[config.mk]
export PLATFORM = sky130hd
export DESIGN_NAME = key_schedule
export DESIGN_NICKNAME = d
export VERILOG_FILES = /design/src/rtl/key_schedule.sv
export SDC_FILE = /design/constraint.sdc
export NUM_CORES = 1
export LEC_CHECK = 0
export CORE_ASPECT_RATIO = 1.75
export CORE_MARGIN = 3
export CORE_UTILIZATION = 57
export CTS_BUF_LIST = sky130_fd_sc_hd__clkbuf_4 sky130_fd_sc_hd__clkbuf_8
export CTS_CLUSTER_DIAMETER = 40
export DETAILED_ROUTE_END_ITERATION = 8
export GPL_TIMING_DRIVEN = 1
export PLACE_DENSITY = 0.82
export SKIP_CTS_REPAIR_TIMING = 1
export SYNTH_ARGS = -nofsm -noshare
export SYNTH_HDL_FRONTEND = slang
export SYNTH_SLANG_ARGS = --single-unit
[constraint.sdc]
create_clock -name i_clk -period 3.95 [get_ports i_clk]
set_input_delay 1.185 -clock i_clk [delete_from_list [all_inputs] [get_ports i_clk]]
set_output_delay 1.185 -clock i_clk [all_outputs]
set_load 0.03 [all_outputs]
[src/rtl/key_schedule.sv]
// DES key schedule: PC-1 on load, one rotate+PC-2 round key per clock into a 16-entry bank.
// Latency: 17 cycles accept-to-done, 1-cycle registered bank read; keys offered during RUN are dropped.
module key_schedule (
  input  logic        i_clk,
  input  logic        i_rst,
  input  logic        i_key_dv,
  input  logic [63:0] i_key,
  output logic        o_key_ready,
  output logic        o_busy,
  output logic        o_sched_done,
  output logic        o_keys_valid,
  input  logic [3:0]  i_rd_round,
  input  logic        i_decrypt,
  output logic [47:0] o_rd_key
);

  typedef enum logic [1:0] {IDLE, RUN, DONE} state_t;

  // Tables hold FIPS 1-based bit numbers, MSB-first
  localparam int PC1 [56] = '{
    57, 49, 41, 33, 25, 17,  9,
     1, 58, 50, 42, 34, 26, 18,
    10,  2, 59, 51, 43, 35, 27,
    19, 11,  3, 60, 52, 44, 36,
    63, 55, 47, 39, 31, 23, 15,
     7, 62, 54, 46, 38, 30, 22,
    14,  6, 61, 53, 45, 37, 29,
    21, 13,  5, 28, 20, 12,  4
  };

  localparam int PC2 [48] = '{
    14, 17, 11, 24,  1,  5,
     3, 28, 15,  6, 21, 10,
    23, 19, 12,  4, 26,  8,
    16,  7, 27, 20, 13,  2,
    41, 52, 31, 37, 47, 55,
    30, 40, 51, 45, 33, 48,
    44, 49, 39, 56, 34, 53,
    46, 42, 50, 36, 29, 32
  };

  function automatic logic [55:0] permute_pc1(input logic [63:0] key);
    logic [55:0] cd;
    logic [5:0]  src;
    cd = '0;
    for (int i = 0; i < 56; i++) begin
      src = 6'(64 - PC1[i]);
      cd  = {cd[54:0], key[src]};
    end
    return cd;
  endfunction

  function automatic logic [47:0] permute_pc2(input logic [55:0] cd);
    logic [47:0] k;
    logic [5:0]  src;
    k = '0;
    for (int i = 0; i < 48; i++) begin
      src = 6'(56 - PC2[i]);
      k   = {k[46:0], cd[src]};
    end
    return k;
  endfunction

  state_t      state_q, state_d;
  logic [4:0]  rnd_q;
  logic [27:0] c_q, d_q;
  logic [27:0] c_rot, d_rot;
  logic        rot_one;
  logic [47:0] round_key;
  logic [3:0]  wr_idx;
  logic [3:0]  rd_idx;
  logic        accept;
  logic        step;
  logic        keys_valid_q;
  logic [47:0] rd_key_q;
  logic [47:0] bank [16];

  always_ff @(posedge i_clk) begin
    if (i_rst) state_q <= IDLE;
    else       state_q <= state_d;
  end

  always_comb begin
    state_d      = state_q;
    accept       = 1'b0;
    step         = 1'b0;
    o_key_ready  = 1'b0;
    o_busy       = 1'b0;
    o_sched_done = 1'b0;
    unique case (state_q)
      IDLE: begin
        o_key_ready = 1'b1;
        if (i_key_dv) begin
          accept  = 1'b1;
          state_d = RUN;
        end
      end
      RUN: begin
        o_busy = 1'b1;
        step   = 1'b1;
        if (rnd_q == 5'd16) state_d = DONE;
      end
      DONE: begin
        o_key_ready  = 1'b1;
        o_sched_done = 1'b1;
        if (i_key_dv) begin
          accept  = 1'b1;
          state_d = RUN;
        end else begin
          state_d = IDLE;
        end
      end
      default: state_d = IDLE;
    endcase
  end

  // Rounds 1, 2, 9 and 16 shift by one; the rest by two (28 in total)
  assign rot_one   = (rnd_q == 5'd1) || (rnd_q == 5'd2) || (rnd_q == 5'd9) || (rnd_q == 5'd16);
  assign c_rot     = rot_one ? {c_q[26:0], c_q[27]} : {c_q[25:0], c_q[27:26]};
  assign d_rot     = rot_one ? {d_q[26:0], d_q[27]} : {d_q[25:0], d_q[27:26]};
  assign round_key = permute_pc2({c_rot, d_rot});
  assign wr_idx    = rnd_q[3:0] - 4'd1;
  assign rd_idx    = i_decrypt ? ~i_rd_round : i_rd_round;

  always_ff @(posedge i_clk) begin
    if (i_rst) begin
      rnd_q        <= '0;
      c_q          <= '0;
      d_q          <= '0;
      keys_valid_q <= 1'b0;
      rd_key_q     <= '0;
    end else begin
      rd_key_q <= bank[rd_idx];
      if (accept) begin
        {c_q, d_q}   <= permute_pc1(i_key);
        rnd_q        <= 5'd1;
        keys_valid_q <= 1'b0;
      end else if (step) begin
        c_q   <= c_rot;
        d_q   <= d_rot;
        rnd_q <= (rnd_q == 5'd16) ? 5'd0 : rnd_q + 5'd1;
      end else if (state_q == DONE) begin
        keys_valid_q <= 1'b1;
      end
    end
  end

  // Contents are qualified by o_keys_valid, so the bank needs no reset
  always_ff @(posedge i_clk) begin
    if (step) bank[wr_idx] <= round_key;
  end

  assign o_keys_valid = keys_valid_q;
  assign o_rd_key     = rd_key_q;

endmodule

==> summary.md <==
| Metric | Value |
|---|---|
| Status | completed |
| # clock sinks | 880 |
| Worst slew pin tran | 0.997 ns |
| Setup Total Neg Slack | 0 ns |
| Final instance area | 41400 um^2 |
| Max incr delay on CP | 0.71 ns |
| Critical hold path startpoint | c_q[7]$_SDFFE_PP0P_ |
| Power Density | 480 nW/um^2 |
| Mapped Avg Cell Area | 12.8 um^2 |
| Hold path depth | 2 |
| Dominant synthesized flop cell | edfxtp_1 |
| Number of flops mapped to enable cells by yosys | 768 |
| Final Cycle Share | 91.2% |
| Vias | 26500 |
| Critical path peak fanout | 7 |
| Placed cell count | 3600 |
| Layout Nets | between 2000 and 3000 |
| Cell with the most instances after synthesis | edfxtp_1 |
| Synth Register Bits | about 900 |
| Leak | 13.5 nW |
| RSZ-0062 raised after global routing | no |
| Synth unique cells | 38 |
| Hold Vio Cnt, Final | 0 |
| Reg-to-Reg Start | rnd_q[0]$_SDFFE_PP0P_ |
| Synth area leaders | edfxtp_1 (63%), dfxtp_1 (6.1%), a21oi_1 (6.0%) |
| Final setup viols | 0 |
| WS Path Type | flop to output port |
| Worst setup SP type | flop |
| Data arrival time of the worst path | 2.42 ns |
| Slew Viols, Final | 0 |
| CTS Root Buffer Type | clkbuf_8 |
| Initial antenna violation count | 1 |
| Worst setup EP type | output port |
| Skew final | between 0.03 and 0.04 ns |
| Gr ovfl total | 0 |
| Layout cells sized above 1 | roughly an eighth |
| Worst Path Required | 2.76 ns |
| Routed len/inst | roughly 26 um |
| Non-Filler Instances | 3817 |
| Critical path, cell by cell | nand2b_1, inv_2, clkdlybuf4s50_1 |
| Most frequent cells after synthesis | edfxtp_1 (768), nand2_1 (447), a21oi_1 (440) |
| Worst skew pair latency | 0.74 ns |
| CTS tree | done |
| DRC Markers | 0 |
| Vias in the first global route | around 27000 |
| Routed vias/inst | 6.95 |
| Core area | 63300 um^2 |
| Largest net degree at the start of global routing | a little over 90 |
| Num rows | 122 |
| Slowest cell on the critical path | clkdlybuf4s50_1 |
| Antenna viol nets, final | 0 |
| Die span in x | 197 um |
| DRT iter0 DRCs | about 3600 |
| CTS Buffer Depth | 3 |
| Gp weighted congestion | 0.808 |
| Hpwl dp | about 54000 um |
| PortBufs | approximately 120 |
| FMAX | 278 MHz |
| First-pass GRT wire length | 151000 um |
| Max transition margin | around 33% |
| Syn_nets | 2920 |
| H-tree Lvls | 3 |
| Die area | 67200 um^2 |
| Synth warn | 0 |
| Placement Cell Area | 39100 um^2 |
| IO Count | 124 |
| R2R depth | 6 |
| Drt pass-1 iters | 8 |
| Starting Density | 57.6% |
| Die Height | 341 um |
| Most area-hungry cell type in the Yosys netlist | edfxtp_1 |
| Post-synth design cell area | 36500 um^2 |
| Clock period minus worst slack | 3.60 ns |
| Syn Inst Count | ~2800 |
| Top cell type's share of synthesized area | 63.3% |
| Seq/Total Area, Yosys | between 60% and 70% |
| Clock transition at path regs | approximately 0.07 ns |
| Max cap viols | 0 |
| CTS Buf Count | 116 |
| FILL cells | roughly 4200 |
| Fraction of registers with async set/reset | 0% |
| Worst hold slack | between 0.5 and 0.6 ns |
| Tot GR Track Use | 29.1% |
| Setup crit start | state_q[0]$_SDFFE_PP0P_ |
| Util after Layout | about 65% |
| Area growth syn-to-layout | 13.6% |
| Register area | 25300 um^2 |
| Multi-input gate area | 10300 um^2 |
| Peak VDD IR | 0.000295 V |
| Routed Wire Length | 99100 um |
| Hold WC Path Type | flop to flop |
==> path summary, 6_finish.rpt <==
| check | to | slack, ns |
|---|---|---|
| setup reg to reg | bank[0][23]$_DFFE_PP_ | 1.11 |
| hold reg to reg | c_q[7]$_SDFFE_PP0P_ | 0.57 |
| hold / removal | c_q[7]$_SDFFE_PP0P_ | 0.57 |
| setup / recovery | o_busy | 0.35 |
==> layout make-up <==
type / instances / area share (%)
diodes: 1 / 0.00604
multi-input cells: 1701 / 24.9
repair buffers: 208 / 5.89
inverters: 5 / 0.0453
clock inverters: 57 / 0.864
flip-flops and latches: 880 / 61.1
clock buffers: 159 / 4.77
well taps: 806 / 2.44
==> cells by family after synthesis <==
family          after synthesis  share of synthesized area, %
compound gates             1030                          18.7
xor+xnor                      9                         0.216
mux                          56                          1.72
simple gates                600                          6.71
buf+inv                     261                          3.00
fa+ha+maj                     6                         0.206
flops                       880                          69.4
==> sequential cells by signal, indices dropped and copies added, names as in the netlist <==
| register | count |
|---|---|
| rnd_q | 5 |
| state_q | 2 |
| c_q | 28 |
| o_keys_valid | 1 |
| d_q | 28 |
| o_rd_key | 48 |
| bank | 768 |
==> power by group <==
group | internal (W) | switching, W | total [W] | leakage (nW)
clock network | 0.00350 | 0.00331 | 0.00681 | 1.24
logic | 0.000813 | 0.00166 | 0.00247 | 4.29
registers | 0.0105 | 0.000104 | 0.0106 | 8.01
==> worst max-delay path: cells and delay by family (launching register included) <==
family	cells	cell delay, ns
buffers and inverters	2	0.88
DFF	1	0.61
and+or+nand+nor	1	0.19
==> stage by stage <==
stage	setup slack, ns	total power, W
after floorplan	0.188	0.0122
after global placement	0.253	0.0131
after detailed placement	0.187	0.0132
after CTS	0.335	0.0199
after global routing	0.190	0.0205
final	0.348	0.0199
==> routing by layer <==
metal  up-vias  part of all wire [%]  global-route usage [%]
li1      11300                     -                       -
met1     12800                    33                    35.1
met2      2010                    50                    48.3
met3       412                    11                    6.39
met4         0                   5.8                    17.0
met5         -                     0                       0
==> cell usage in the layout, fill, tap and decap left out, types with 3 or more instances in the layout <==
cell	instances
o22ai_1	48
clkinvlp_4	3
a221oi_1	192
mux2i_1	3
nor2_1	16
ha_1	6
edfxtp_1	768
nor2_4	16
dfxtp_1	112
a2111oi_2	3
clkdlybuf4s50_1	113
inv_1	4
xor2_1	3
a22oi_1	245
bufinv_16	4
buf_4	46
clkinv_2	22
nor3_1	102
o31ai_1	96
buf_12	47
nand2_1	447
a21oi_1	440
clkinv_1	28
clkbuf_8	125
nor2b_4	8
clkbuf_4	34
mux2_2	53
(Power assumes the default switching activity.)
